### config.mk
export PLATFORM = sky130hd
export DESIGN_NAME = yarp_fetch_flat
export DESIGN_NICKNAME = d
export VERILOG_FILES = /design/src/rtl/yarp_fetch_if.sv /design/src/rtl/yarp_fetch.sv /design/src/flat_wrapper.sv
export SDC_FILE = /design/constraint.sdc
export NUM_CORES = 1
export LEC_CHECK = 0
export ABC_AREA = 1
export BUFFER_PORTS_ARGS = -buffer_cell sky130_fd_sc_hd__buf_2
export CORE_ASPECT_RATIO = 1.1
export CORE_MARGIN = 1.5
export CORE_UTILIZATION = 51
export DETAILED_ROUTE_END_ITERATION = 6
export PLACE_DENSITY = 0.8
export SETUP_SLACK_MARGIN = 0.1
export SLEW_MARGIN = 20
export SYNTH_ARGS = -nofsm -noshare
export SYNTH_HDL_FRONTEND = slang
export SYNTH_SLANG_ARGS = --single-unit
export TNS_END_PERCENT = 20
### constraint.sdc
create_clock -name clk -period 3.6 [get_ports clk]
set_input_delay 0.9 -clock clk [delete_from_list [all_inputs] [get_ports clk]]
set_output_delay 0.9 -clock clk [all_outputs]
set_load 0.01 [all_outputs]
### src/rtl/yarp_fetch_if.sv
// Signal bundle for the YARP fetch stage: execute redirect, instruction-memory
// request/response bus and the decode-side valid/ready handshake.
interface yarp_fetch_if;
  logic        redirect_i;
  logic [31:0] redirect_pc_i;
  logic        imem_req_o;
  logic [31:0] imem_addr_o;
  logic        imem_gnt_i;
  logic        imem_rvalid_i;
  logic [31:0] imem_rdata_i;
  logic        instr_valid_o;
  logic [31:0] instr_o;
  logic [31:0] pc_o;
  logic        instr_ready_i;

  modport master (
    input  redirect_i, redirect_pc_i, imem_gnt_i, imem_rvalid_i, imem_rdata_i, instr_ready_i,
    output imem_req_o, imem_addr_o, instr_valid_o, instr_o, pc_o
  );

  modport slave (
    output redirect_i, redirect_pc_i, imem_gnt_i, imem_rvalid_i, imem_rdata_i, instr_ready_i,
    input  imem_req_o, imem_addr_o, instr_valid_o, instr_o, pc_o
  );
endinterface

### src/rtl/yarp_fetch.sv
// YARP fetch stage: PC generation, credit-limited instruction memory reads,
// a small {pc, instr} buffer toward decode, and redirect flush/drain.
module yarp_fetch #(
  parameter logic [31:0] RESET_PC = 32'h0000_0000,
  parameter int unsigned DEPTH    = 2
) (
  input  logic         clk,
  input  logic         reset,
  yarp_fetch_if.master bus
);

  localparam int unsigned PW = (DEPTH > 1) ? $clog2(DEPTH) : 1;
  localparam int unsigned CW = $clog2(DEPTH + 1);
  localparam logic [CW-1:0] DEPTH_CNT = CW'(DEPTH);
  localparam logic [CW:0]   DEPTH_SUM = (CW+1)'(DEPTH);

  typedef enum logic {FETCH, DRAIN} state_t;

  state_t        state;
  state_t        state_next;

  logic [31:0]   fetch_pc;
  logic [31:0]   resp_pc;
  logic [31:0]   pc_mem    [DEPTH];
  logic [31:0]   instr_mem [DEPTH];
  logic [PW-1:0] rd_ptr;
  logic [PW-1:0] wr_ptr;
  logic [CW-1:0] count;
  logic [CW-1:0] outstanding;
  logic [CW-1:0] discard;

  logic          head_valid;
  logic          pop;
  logic          push;
  logic          issue;
  logic          req;
  logic [31:0]   instr_head;
  logic [31:0]   pc_head;
  logic [CW:0]   credit_used;
  logic [31:0]   redirect_target;
  logic [CW-1:0] discard_on_redirect;

  assign redirect_target     = {bus.redirect_pc_i[31:2], 2'b00};
  // Every request still in flight at redirect time is stale, except one answered this very cycle.
  assign discard_on_redirect = outstanding - CW'(bus.imem_rvalid_i);

  assign head_valid  = !reset && (count != '0) && !bus.redirect_i;
  assign pop         = head_valid && bus.instr_ready_i;
  assign credit_used = {1'b0, count} + {1'b0, outstanding} - (CW+1)'(pop);
  assign issue       = req && bus.imem_gnt_i;
  assign push        = !reset && (state == FETCH) && !bus.redirect_i && bus.imem_rvalid_i;

  always_ff @(posedge clk) begin
    if (reset) begin
      state <= FETCH;
    end else begin
      state <= state_next;
    end
  end

  always_comb begin
    state_next = state;
    if (bus.redirect_i) begin
      state_next = (discard_on_redirect != '0) ? DRAIN : FETCH;
    end else if ((state == DRAIN) && bus.imem_rvalid_i && (discard == CW'(1))) begin
      state_next = FETCH;
    end
  end

  always_comb begin
    req        = 1'b0;
    instr_head = '0;
    pc_head    = '0;
    if (!reset) begin
      req        = (state == FETCH) && !bus.redirect_i && (credit_used < DEPTH_SUM);
      instr_head = instr_mem[rd_ptr];
      pc_head    = pc_mem[rd_ptr];
    end
  end

  assign bus.imem_req_o    = req;
  assign bus.imem_addr_o   = fetch_pc;
  assign bus.instr_valid_o = head_valid;
  assign bus.instr_o       = instr_head;
  assign bus.pc_o          = pc_head;

  always_ff @(posedge clk) begin
    if (reset) begin
      fetch_pc    <= RESET_PC;
      resp_pc     <= RESET_PC;
      rd_ptr      <= '0;
      wr_ptr      <= '0;
      count       <= '0;
      outstanding <= '0;
      discard     <= '0;
      for (int i = 0; i < int'(DEPTH); i++) begin
        pc_mem[i]    <= '0;
        instr_mem[i] <= '0;
      end
    end else begin
      outstanding <= outstanding + CW'(issue) - CW'(bus.imem_rvalid_i);
      if (bus.redirect_i) begin
        fetch_pc <= redirect_target;
        resp_pc  <= redirect_target;
        rd_ptr   <= '0;
        wr_ptr   <= '0;
        count    <= '0;
        discard  <= discard_on_redirect;
      end else begin
        if (issue) begin
          fetch_pc <= fetch_pc + 32'd4;
        end
        if (push) begin
          pc_mem[wr_ptr]    <= resp_pc;
          instr_mem[wr_ptr] <= bus.imem_rdata_i;
          wr_ptr            <= wr_ptr + PW'(1);
          resp_pc           <= resp_pc + 32'd4;
        end
        if (pop) begin
          rd_ptr <= rd_ptr + PW'(1);
        end
        count <= count + CW'(push) - CW'(pop);
        if ((state == DRAIN) && bus.imem_rvalid_i) begin
          discard <= discard - CW'(1);
        end
      end
    end
  end

  // The credit check on requests makes a push into a full, non-draining buffer impossible.
  a_no_overflow: assert property (@(posedge clk) disable iff (reset)
    !(push && !pop && (count == DEPTH_CNT)));

  a_no_orphan_resp: assert property (@(posedge clk) disable iff (reset)
    !(bus.imem_rvalid_i && (outstanding == '0)));

endmodule

### src/flat_wrapper.sv
// flat-port wrapper written by rule: the top's interface ports become plain ports
module yarp_fetch_flat 
#(
  parameter logic [31:0] RESET_PC = 32'h0000_0000,
  parameter int unsigned DEPTH    = 2
)
  (clk, reset, bus_redirect_i, bus_redirect_pc_i, bus_imem_gnt_i, bus_imem_rvalid_i, bus_imem_rdata_i, bus_instr_ready_i, bus_imem_req_o, bus_imem_addr_o, bus_instr_valid_o, bus_instr_o, bus_pc_o);
  yarp_fetch_if bus_i ();
  input  logic clk;
  input  logic reset;
  input wire logic [$bits(bus_i.redirect_i)-1:0] bus_redirect_i;
  input wire logic [$bits(bus_i.redirect_pc_i)-1:0] bus_redirect_pc_i;
  input wire logic [$bits(bus_i.imem_gnt_i)-1:0] bus_imem_gnt_i;
  input wire logic [$bits(bus_i.imem_rvalid_i)-1:0] bus_imem_rvalid_i;
  input wire logic [$bits(bus_i.imem_rdata_i)-1:0] bus_imem_rdata_i;
  input wire logic [$bits(bus_i.instr_ready_i)-1:0] bus_instr_ready_i;
  output wire logic [$bits(bus_i.imem_req_o)-1:0] bus_imem_req_o;
  output wire logic [$bits(bus_i.imem_addr_o)-1:0] bus_imem_addr_o;
  output wire logic [$bits(bus_i.instr_valid_o)-1:0] bus_instr_valid_o;
  output wire logic [$bits(bus_i.instr_o)-1:0] bus_instr_o;
  output wire logic [$bits(bus_i.pc_o)-1:0] bus_pc_o;
  assign bus_i.redirect_i = bus_redirect_i;
  assign bus_i.redirect_pc_i = bus_redirect_pc_i;
  assign bus_i.imem_gnt_i = bus_imem_gnt_i;
  assign bus_i.imem_rvalid_i = bus_imem_rvalid_i;
  assign bus_i.imem_rdata_i = bus_imem_rdata_i;
  assign bus_i.instr_ready_i = bus_instr_ready_i;
  assign bus_imem_req_o = bus_i.imem_req_o;
  assign bus_imem_addr_o = bus_i.imem_addr_o;
  assign bus_instr_valid_o = bus_i.instr_valid_o;
  assign bus_instr_o = bus_i.instr_o;
  assign bus_pc_o = bus_i.pc_o;
  yarp_fetch #(.RESET_PC(RESET_PC), .DEPTH(DEPTH)) u_core (.clk(clk), .reset(reset), .bus(bus_i));
endmodule
After elaboration in Yosys (flattened, before gate mapping)
Memories as Yosys holds them, arrays and structs flattened. A register that Yosys moved wholly into a read port is not among the register bits.
Index checks and enable logic that the tools add are counted.
{"block": "classes", "addsub": 12, "order_cmp": 1, "eq_ne": 1, "muxes": 28, "n_bitwise": 1, "n_reduce_logical": 22}
{"cell": "two-way mux 32 bit", "count": 8}
{"cell": "adder 32 x 3 -> 32 bit (second input constant)", "count": 2}
{"cell": "OR reduction 32 bit", "count": 2}
{"cell": "two-way mux 1 bit", "count": 18}
{"cell": "nonzero test 2 bit", "count": 6}
{"cell": "logical AND 1 bit", "count": 11}
{"cell": "subtractor 2 x 1 -> 2 bit", "count": 3}
{"cell": "adder 2 x 1 -> 2 bit", "count": 2}
{"cell": "two-way mux 2 bit", "count": 2}
{"cell": "adder 2 x 2 -> 3 bit", "count": 1}
{"cell": "< comparator 3 x 2 -> 1 bit (second input constant)", "count": 1}
{"cell": "subtractor 3 x 1 -> 3 bit", "count": 1}
{"cell": "adder 1 bit (second input constant)", "count": 2}
{"cell": "== test 2 x 1 -> 1 bit (second input constant)", "count": 1}
{"cell": "zero test 1 bit", "count": 2}
{"cell": "OR reduction 2 bit", "count": 1}
{"cell": "subtractor 2 x 1 -> 2 bit (second input constant)", "count": 1}
{"cell": "inverter 1 bit", "count": 1}
{"block": "word_totals", "register_bits": 73, "mem_bits_rw": 128, "mem_count": 2}
{"memory": "u_core.instr_mem", "words": 2, "word_bits": 32, "rd": 1, "rd_clocked_by_memory_dff": 1, "write_ports": 2, "line": "yarp_fetch.sv:25", "text": "logic [31:0] instr_mem [DEPTH];"}
{"memory": "u_core.pc_mem", "words": 2, "word_bits": 32, "rd": 1, "rd_clocked_by_memory_dff": 1, "write_ports": 2, "line": "yarp_fetch.sv:24", "text": "logic [31:0] pc_mem [DEPTH];"}

Longest topological paths before layout
Gate-level depths: netlist of the first run.
{"block": "depth", "depth_word": 11, "mapped_depth": 21, "mapped_depth_nobuf": 19}

Least setup slack after synthesis of the first run
No wires, ideal clock.
{"block": "synth_path", "path_type": "in2out", "from": "in bus_redirect_i", "to": "out bus_imem_req_o", "arrival_time_ns": 2.850, "required_ns": 2.700, "slack_ns": -0.150, "path_stages": 12, "n_path_buf": 1, "cell_sequence": "buf_2 -> nor2_8 -> inv_1 -> a21oi_1 -> nand2_1 -> inv_1 -> ha_1 -> inv_1 -> nand2_1 -> fa_1 -> nand3_1 -> nor2_2"}
{"block": "synth_via", "elab_chain_len": 7, "elab_cells_between_ends": 8, "classes_between": "add/sub (1); order compare (1); mux (1); reduce/logical (5)"}
{"element": "from (decl)", "line": "flat_wrapper.sv:11", "text": "input wire logic [$bits(bus_i.redirect_i)-1:0] bus_redirect_i;"}
{"element": "zero test 1 bit", "line": "yarp_fetch.sv:47", "text": "assign head_valid = !reset && (count != '0) && !bus.redirect_i;"}
{"element": "logical AND 1 bit", "line": "yarp_fetch.sv:47"}
{"element": "via bus_instr_valid_o", "line": "flat_wrapper.sv:19", "text": "output wire logic [$bits(bus_i.instr_valid_o)-1:0] bus_instr_valid_o;"}
{"element": "logical AND 1 bit", "line": "yarp_fetch.sv:48", "text": "assign pop = head_valid && bus.instr_ready_i;"}
{"element": "via u_core.pop", "line": "yarp_fetch.sv:33", "text": "logic pop;"}
{"element": "subtractor 3 x 1 -> 3 bit", "line": "yarp_fetch.sv:49", "text": "assign credit_used = {1'b0, count} + {1'b0, outstanding} - (CW+1)'(pop);"}
{"element": "< comparator 3 x 2 -> 1 bit", "line": "yarp_fetch.sv:75", "text": "req = (state == FETCH) && !bus.redirect_i && (credit_used < DEPTH_SUM);"}
{"element": "logical AND 1 bit", "line": "yarp_fetch.sv:75"}
{"element": "two-way mux 1 bit", "line": "yarp_fetch.sv:74", "text": "if (!reset) begin"}
{"element": "to (decl)", "line": "flat_wrapper.sv:17", "text": "output wire logic [$bits(bus_i.imem_req_o)-1:0] bus_imem_req_o;"}
The timed path passes the listed nets, and every way through them passes these cells.

Worst setup path after layout of the first run
{"block": "layout_path", "from": "in reset", "to": "out bus_imem_req_o"}
{"block": "layout_via", "elab_chain_len": 8}
{"element": "from (decl)", "line": "flat_wrapper.sv:10", "text": "input logic reset;"}
{"element": "zero test 1 bit", "line": "yarp_fetch.sv:47"}
{"element": "logical AND 1 bit (2 in a row)", "line": "yarp_fetch.sv:47"}
{"element": "logical AND 1 bit", "line": "yarp_fetch.sv:48"}
{"element": "via u_core.pop", "line": "yarp_fetch.sv:33"}
{"element": "subtractor 3 x 1 -> 3 bit", "line": "yarp_fetch.sv:49"}
{"element": "< comparator 3 x 2 -> 1 bit", "line": "yarp_fetch.sv:75"}
{"element": "logical AND 1 bit", "line": "yarp_fetch.sv:75"}
{"element": "two-way mux 1 bit", "line": "yarp_fetch.sv:74"}
The timed path passes the listed nets, and every way through them passes these cells.

==> results_dict.tcl, run 1 <==
set metrics [dict create \
    io_buffer_count 161 \
    diodes 0 \
    drive_above_1_share 0.196 \
    start_util 0.522 \
    layout_commonest_cell "nor2_1" \
    clkLatencyLatePin_ps 440 \
    reg2reg_depth 23 \
    num_io_pins 168 \
    hold_path_class "reg -> reg" \
    final.period_utilization 0.993 \
    cp.required_ps 2700 \
    clk_pin_slew_ps 70 \
    grt_max_degree 66 \
    ys_warn_count 0 \
    startpoint_type "primary input" \
    post-route-util 0.629 \
    fin_skew_ps 8.82 \
    die-area_sq_um 20400 \
    synth_edf_count 124 \
    die_w_um 136 \
    fillerInstances 1606 \
    whs_path_depth 2 \
    die_height_um 150 \
    seq_area_sq_um 5120 \
    synth.avg_cell_area_sq_um 7.73 \
    r2r_slack_ps 330 \
    syn_area_sq_um 9960 \
    gp_congestion 0.942 \
    cts_tree "done" \
    setup_viol 0 \
    dr_total_vias 9179 \
    status "complete, but fails checks" \
    worstHoldEndpoint "u_core.wr_ptr" \
    arrival_ps 2670 \
    ctsHoldBuffers 0 \
    drt-initial-drc-count 683 \
    fin_nets 1553 \
    gr-total-overflow 0 \
    worst_pin_slew_ps 988 \
    htreeDepth 4 \
    final_hold_viol_count 0 \
    core-area_sq_um 19100 \
    power.density_nw_per_um2 413 \
    end_kind "output pin" \
    fin_crit_ps 3570 \
    critPathKind "in -> out" \
    final_cell_mix "348 x nor2_1, 243 x nand2_1, 158 x buf_2" \
    num_rows 53 \
    multi_input_area_sq_um 4170 \
    slew_violations 0 \
    dp.final_hpwl_um 17700 \
    min_from "u_core.wr_ptr" \
    yosys_most_used_dff "edfxtp_1" \
    yosysUniqueCellTypes 38 \
    grt_antenna_before_repair 0 \
    cts_root_buf "clkbuf_16" \
    r2r-start "u_core.count[1]" \
    grt_usage 0.262 \
    ant_nets 0 \
    grt_pass1_wl_um 41400 \
    drc_errors 4 \
    ys_ff_latch 194 \
    wl_um 26300 \
    fin_cells 1734 \
    reg2reg_to "u_core.count[1]" \
    ir_drop_mv 0.333 \
    power_mw 4.96 \
    synth_cells 1288 \
    hold_ws_ps 472 \
    cts_made_buffers 17 \
    vias_per_cell 5.29 \
    maxCapViolCount 0 \
    first_pass_iters 7 \
    grt_setup_unrepaired "yes" \
    seq_area_frac_synth 0.514 \
    cp_max_fo 2 \
    wl_per_cell_um 15.2 \
    grt_pass1_vias 8571 \
    cts.path.max_buffers 2 \
    violations "DRC" \
    cts_sinks 194 \
    dpl.cell_count 1666 \
    synthToLayoutAreaGrowth_pct 20.5 \
    relSlewSlack 0.341 \
    p_leak_nw 5.28 \
    max_freq_mhz 280 \
    async_flop_share 0 \
]
-- through the flow --
stage	TNS (ps)	cell area [sq um]	setup WS, ps
final	0	12000	26.3
after global placement	-32.0	11100	-32.0
after CTS	0	12000	29.8
after global routing	-15.8	12000	-15.8
after floorplan	0	10000	54.8
after detailed placement	-47.0	11100	-47.0
-- worst max-delay path by stage --
| stage | startpoint | to | slack, ps | depth (start not counted) |
|---|---|---|---|---|
| 2_1_floorplan | bus_redirect_i | bus_imem_req_o | 50 | 12 |
| 3_3_place_gp | reset | bus_imem_req_o | -30 | 13 |
| 3_5_place_dp | reset | bus_imem_req_o | -50 | 13 |
| 4_1_cts | bus_redirect_i | bus_imem_req_o | 30 | 13 |
| 5_1_grt | reset | bus_imem_req_o | -20 | 13 |
| 6_report | reset | bus_imem_req_o | 30 | 13 |
-- routing by layer --
metal / track usage / up-vias / wire length (um) / share of wire
met1: 0.323 / 4192 / 10400 / 0.40
met3: 0.0437 / 52 / 2060 / 0.078
met4: 0.103 / 0 / 736 / 0.028
li1: - / 4518 / - / -
met2: 0.456 / 417 / 13100 / 0.50
met5: 0 / - / 0 / 0
-- area by class of cell --
class                      instances  share of cell area
sequential                       194               0.427
clock inverter                    15              0.0122
tap                              247              0.0257
multi-input combinational        911               0.347
inverter                         127              0.0399
clock buffer                      17              0.0354
timing repair buffer             223               0.113
-- synthesized netlist by cell type, types with 2 or more instances --
cell        n  area share
o21ai_0    81       0.041
buf_4       4      0.0030
nor3_1      2      0.0010
or2_2       3      0.0019
buf_2      13      0.0065
inv_2       3      0.0011
edfxtp_1  124        0.37
nand4_1     3      0.0019
o21bai_1    6      0.0045
and2_1      3      0.0019
nor2_2     10      0.0063
inv_1     124       0.047
buf_1       2     0.00075
ha_1        8       0.010
nand2_1   248       0.093
xor2_1      7      0.0062
a31oi_1    11      0.0069
nand2_2     2      0.0013
a22oi_1     3      0.0023
xnor2_1     5      0.0044
o22ai_1     3      0.0019
buf_6       3      0.0034
nor2_1    348        0.13
a21oi_1    48       0.024
nand3_1    87       0.044
nand3b_1    5      0.0038
a21boi_0   16       0.012
dfxtp_1    70        0.14
clkbuf_1   37       0.014
-- report_power, final --
part / switching (mW) / total [mW] / internal, mW
logic: 0.346 / 0.551 / 0.205
clock network: 0.870 / 1.84 / 0.973
registers: 0.0804 / 2.56 / 2.48
total: 1.30 / 4.96 / 3.66
-- registers in the layout (all words and copies together) (netlist names), named ones only --
signal                  flops
u_core.pc_mem              60
u_core.outstanding          2
u_core.resp_pc             30
u_core.state                1
u_core.bus.imem_addr_o     30
u_core.wr_ptr               1
u_core.rd_ptr               1
u_core.discard              2
u_core.count                2
u_core.instr_mem           64
-- timing repair --
item | in CTS | in global routing
resized for setup | 6 | 13
buffers inserted | 36 | 2
setup endpoints to repair | 1 | 5
hold endpoints to repair | 0 | 0
pin swaps | 6 | 9
-- critical path, cell delays in order --
cell     delay [ps]
buf_8           110
nor2_8          130
inv_4            50
a21oi_4         150
nand2_2          90
inv_2            80
ha_4            190
inv_2            60
nand2_2          50
fa_1            510
nand3_2         110
nor2_4          130
buf_6           110
-- cells by family (layout without fill, tap and decap cells) --
| family | Yosys count | after routing | share of synthesized area |
|---|---|---|---|
| and+or+nand+nor | 716 | 716 | 0.293 |
| DFF | 194 | 194 | 0.514 |
| buffers and inverters | 186 | 382 | 0.0755 |
| AOI/OAI and AO/OA | 170 | 170 | 0.0939 |
| xor gates and xnor gates | 12 | 12 | 0.0106 |
| adders and majority gates | 9 | 9 | 0.0121 |
| other | 1 | 4 | 0.000376 |
(Power assumes the default switching activity.)
==> run 2, diff against run 1 <==
--- a/config.mk
+++ b/config.mk
@@ -9,9 +9,11 @@
 export BUFFER_PORTS_ARGS = -buffer_cell sky130_fd_sc_hd__buf_2
 export CORE_ASPECT_RATIO = 1.1
 export CORE_MARGIN = 1.5
-export CORE_UTILIZATION = 51
+export CORE_UTILIZATION = 53
+export CTS_BUF_LIST = sky130_fd_sc_hd__clkbuf_4
+export CTS_CLUSTER_SIZE = 10
 export DETAILED_ROUTE_END_ITERATION = 6
-export PLACE_DENSITY = 0.8
+export PLACE_DENSITY = 0.83
 export SETUP_SLACK_MARGIN = 0.1
 export SLEW_MARGIN = 20
 export SYNTH_ARGS = -nofsm -noshare
==> results_dict.tcl, run 2 (synthesis gave the netlist of run 1 again) <==
set metrics [dict create \
    status "finished clean" \
    cts_root_buf "clkbuf_4" \
    final.period_utilization 0.987 \
    seq_area_sq_um 5120 \
    cp_max_fo 3 \
    fin_skew_ps 27.2 \
    fin_cells 1715 \
    reg2reg_depth 25 \
    drt-initial-drc-count 588 \
    wl_per_cell_um 14.8 \
    vias_per_cell 5.25 \
    die_height_um 147 \
    max_freq_mhz 282 \
    post-route-util 0.633 \
    r2r-start "u_core.count[1]" \
    cts_sinks 194 \
    ant_nets 0 \
    arrival_ps 2650 \
    cts_made_buffers 17 \
    slew_violations 0 \
    ir_drop_mv 0.178 \
    maxCapViolCount 0 \
    end_kind "output pin" \
    worst_pin_slew_ps 951 \
    cp.required_ps 2700 \
    path_cells "buf_8 -> nor2_8 -> inv_4 -> a21oi_4 -> nand2_2 -> inv_2 -> ha_4 -> inv_4 -> nand2_2 -> fa_1 -> nand3_2 -> nor2_4 -> buf_6" \
    grt_usage 0.260 \
    min_from "u_core.wr_ptr" \
    largest_register_ffs 64 \
    reg.largest.list "u_core.instr_mem (64), u_core.pc_mem (60)" \
    diodes 0 \
    relSlewSlack 0.365 \
    start_util 0.541 \
    multi_input_area_sq_um 4150 \
    gp_congestion 0.958 \
    power_mw 4.39 \
    clk_pin_slew_ps 150 \
    fin_crit_ps 3550 \
    final_hold_viol_count 0 \
    grt_setup_unrepaired "yes" \
    p_leak_nw 5.11 \
    design_area_sq_um 11700 \
    htreeDepth 4 \
    io_buffer_count 161 \
    fillerInstances 1604 \
    dp.final_hpwl_um 17000 \
    hold_ws_ps 493 \
    drive_above_1_share 0.187 \
    cts.path.max_buffers 2 \
    top_register "u_core.instr_mem" \
    drc_errors 0 \
    critPathMaxStageDelay_ps 520 \
    final_cell_mix "348 x nor2_1, 243 x nand2_1, 158 x buf_2" \
    whs_path_depth 2 \
    die-area_sq_um 19600 \
    dpl.cell_count 1658 \
    worstHoldEndpoint "u_core.wr_ptr" \
    grt_pass1_wl_um 40500 \
    gr-total-overflow 0 \
    slowest_stage "fa_1" \
    grt_max_degree 76 \
    cts_tree "done" \
    setup_viol 0 \
    dr_total_vias 9011 \
    synthToLayoutAreaGrowth_pct 17.0 \
    r2r_slack_ps 140 \
    num_rows 52 \
    layout_commonest_cell "nor2_1" \
    clkLatencyLatePin_ps 610 \
    hold_path_class "reg -> reg" \
    die_w_um 134 \
    wl_um 25300 \
    startpoint_type "primary input" \
    fin_nets 1538 \
    first_pass_iters 5 \
    core-area_sq_um 18400 \
    post_dp_cell_area_sq_um 11100 \
    power.density_nw_per_um2 377 \
    num_io_pins 168 \
    grt_pass1_vias 8428 \
    grt_antenna_before_repair 0 \
    critPathKind "in -> out" \
]
-- run 2: cell types whose count changed in the layout (fill, tap and decap cells not counted), sizes merged --
cell | previous run | this run
clkinvlp | 2 | 1
buf | 223 | 208
inv | 134 | 133
bufinv | 1 | 3
-- run 2: timing repair --
action,in CTS,in global routing
setup endpoints to repair,1,3
pin swaps,6,6
gates resized for setup,9,10
hold buffers,0,0
endpoints found under the hold margin,0,0
setup buffers,25,1
-- run 2: final cells by class --
cell class                      instances  area share
Multi-Input combinational cell        911       0.356
Sequential cell                       194       0.440
Clock buffer                           17      0.0109
Timing Repair Buffer                  208       0.109
Inverter                              127      0.0413
Clock inverter                         15      0.0168
Tap cell                              243      0.0261
-- run 2: worst max path at each step --
stage,cells past startpoint,from,to,slack [ps]
6_report,13,reset,bus_imem_req_o,50
5_1_grt,11,u_core.count[1],bus_imem_req_o,-50
4_1_cts,13,bus_redirect_i,bus_imem_req_o,30
3_5_place_dp,13,reset,bus_imem_req_o,-40
3_3_place_gp,13,reset,bus_imem_req_o,2
2_1_floorplan,12,bus_redirect_i,bus_imem_req_o,50
-- run 2: critical path, delay by kind of cell --
| family | cells | cell delay (ps) |
|---|---|---|
| adders and majority gates | 2 | 720 |
| and+or+nand+nor | 5 | 520 |
| buffers and inverters | 5 | 400 |
| AOI/OAI and AO/OA | 1 | 120 |
-- run 2: stage by stage --
stage | TNS, ps | setup slack (ps)
finish | 0 | 47.7
global route | -49.9 | -49.9
CTS | 0 | 30.2
detailed placement | -43.0 | -43.0
global placement | 0 | 1.78
floorplan | 0 | 54.8
-- run 2: per-layer routing --
metal | wire [um] | global-route usage
met1 | 10300 | 0.334
met2 | 12400 | 0.439
met3 | 1930 | 0.0431
met4 | 704 | 0.102
met5 | 0 | 0
-- run 2: report_power, final --
group          total [mW]  switching [mW]  internal, mW  leakage [nW]
registers            2.56          0.0806          2.48          1.86
clock network        1.29           0.790         0.504         0.171
logic               0.534           0.337         0.198          3.08
total                4.39            1.21          3.18          5.11
==> run 3, diff against run 2 <==
--- a/config.mk
+++ b/config.mk
@@ -6,13 +6,13 @@
 export NUM_CORES = 1
 export LEC_CHECK = 0
 export ABC_AREA = 1
-export BUFFER_PORTS_ARGS = -buffer_cell sky130_fd_sc_hd__buf_2
 export CORE_ASPECT_RATIO = 1.1
 export CORE_MARGIN = 1.5
-export CORE_UTILIZATION = 53
+export CORE_UTILIZATION = 60
 export CTS_BUF_LIST = sky130_fd_sc_hd__clkbuf_4
 export CTS_CLUSTER_SIZE = 10
 export DETAILED_ROUTE_END_ITERATION = 6
+export DONT_BUFFER_PORTS = 1
 export PLACE_DENSITY = 0.83
 export SETUP_SLACK_MARGIN = 0.1
 export SLEW_MARGIN = 20
==> results_dict.tcl, run 3 (synthesis gave the netlist of run 1 again) <==
set metrics [dict create \
    dpl.cell_count 1453 \
    power_mw 4.35 \
    met2_usage 0.468 \
    grt_use_met1 0.338 \
    htreeDepth 4 \
    dr_total_vias 8341 \
    critPathKind "in -> out" \
    cts.path.max_buffers 2 \
    p_leak_nw 4.22 \
    grt_max_degree 64 \
    cp.required_ps 2700 \
    fin_cells 1486 \
    synthToLayoutAreaGrowth_pct 5.59 \
    cp_max_fo 54 \
    fillerInstances 1413 \
    start_util 0.611 \
    drc_errors 17 \
    path_cells "nor2_8 -> inv_2 -> a21oi_4 -> nand2_2 -> inv_1 -> ha_1 -> inv_2 -> nand2_1 -> fa_1 -> nand3_2 -> nor2_4" \
    grt_usage 0.272 \
    fin_nets 1348 \
    num_io_pins 168 \
    clkLatencyLatePin_ps 570 \
    first_pass_iters 7 \
    ant_nets 0 \
    startpoint_type "primary input" \
    status "complete, but fails checks" \
    post-route-util 0.645 \
    finalSetupTns_ps 0 \
    wl_um 24000 \
    largest_register_ffs 64 \
    grtUsageMet3 0.0658 \
    hold_ws_ps 376 \
    cts_tree "done" \
    end_kind "output pin" \
    maxCapViolCount 0 \
    grt_setup_unrepaired "no" \
    critPathMaxStageDelay_ps 530 \
    relSlewSlack 0.527 \
    final_hold_viol_count 0 \
    slew_violations 0 \
    ctsHoldBuffers 0 \
    cts_made_buffers 17 \
    hold_path_class "in -> reg" \
    grt_pass1_wl_um 37600 \
    final.period_utilization 0.941 \
    violations "DRC" \
    die_w_um 126 \
    fin_skew_ps 17.1 \
    wl_per_cell_um 16.1 \
    fin_crit_ps 3390 \
    grt_pass1_vias 7722 \
    final_cell_mix "348 x nor2_1, 244 x nand2_1, 124 x edfxtp_1" \
    arrival_ps 2490 \
    clk_pin_slew_ps 160 \
    core-area_sq_um 16300 \
    io_buffer_count 0 \
    critPathMostFrequentCell "inv_2" \
    num_rows 49 \
    top_register "u_core.instr_mem" \
    cts_sinks 194 \
    grt_busiest_layer "met2" \
    path_buf_inv 3 \
    drt-initial-drc-count 749 \
    reg.largest.list "u_core.instr_mem (64), u_core.pc_mem (60)" \
    cpLargestDelayFamily "adder cells" \
    die_height_um 138 \
    dp.final_hpwl_um 16400 \
    slowest_stage "fa_1" \
    cts_root_buf "clkbuf_4" \
    layout_commonest_cell "nor2_1" \
    worst_pin_slew_ps 710 \
    ir_drop_mv 0.210 \
    max_freq_mhz 295 \
    setup_viol 0 \
    grt_antenna_before_repair 1 \
    gr-total-overflow 0 \
    vias_per_cell 5.61 \
    die-area_sq_um 17400 \
    power.density_nw_per_um2 414 \
    gp_congestion 0.921 \
    drive_above_1_share 0.0640 \
]
-- run 3: cell count changes in the layout (fill, tap and decap cells not counted), moves of 3 or more --
| cell | before | now |
|---|---|---|
| clkinv_4 | 4 | 1 |
| buf_4 | 37 | 14 |
| buf_6 | 5 | 0 |
| buf_2 | 158 | 0 |
-- run 3: cell type report --
| cell class | instances | area (sq um) | area share |
|---|---|---|---|
| multi-input cells | 911 | 4130 | 0.392 |
| repair buffers | 18 | 185 | 0.0176 |
| diodes | 1 | 2.50 | 0.000238 |
| clock inverters | 13 | 209 | 0.0199 |
| inverters | 127 | 477 | 0.0453 |
| well taps | 204 | 255 | 0.0243 |
| clock buffers | 18 | 135 | 0.0128 |
| flip-flops and latches | 194 | 5130 | 0.487 |
-- run 3: per-stage QoR --
stage / setup slack (ps) / cell area, sq um
after CTS: 122 / 10500
after detailed placement: 175 / 10200
after global routing: 102 / 10500
final: 214 / 10500
after global placement: 203 / 10200
after floorplan: 54.8 / 10000
-- run 3: timing repair --
action	CTS	global route
resized for setup	0	4
buffers inserted	0	1
setup endpoints to repair	0	1
-- run 3: path summary, 6_finish.rpt --
check	slack [ps]	depth (start not counted)	startpoint	to
setup / recovery	210	11	reset	bus_imem_req_o
hold / removal	380	1	reset	u_core.bus.imem_addr_o[16]
setup reg to reg	910	16	u_core.count[0]	u_core.bus.imem_addr_o[12]
hold reg to reg	500	2	u_core.wr_ptr	u_core.wr_ptr
-- run 3: where the power goes --
group,total (mW),leakage [nW],internal (mW),switching [mW]
Clock,1.37,0.172,0.628,0.743
Combinational,0.404,2.18,0.125,0.279
Sequential,2.57,1.86,2.48,0.0923
-- run 3: layer usage --
metal	part of all wire	vias up
li1	-	4095
met1	0.39	3851
met2	0.50	362
met5	0	-
met4	0.020	0
met3	0.090	33
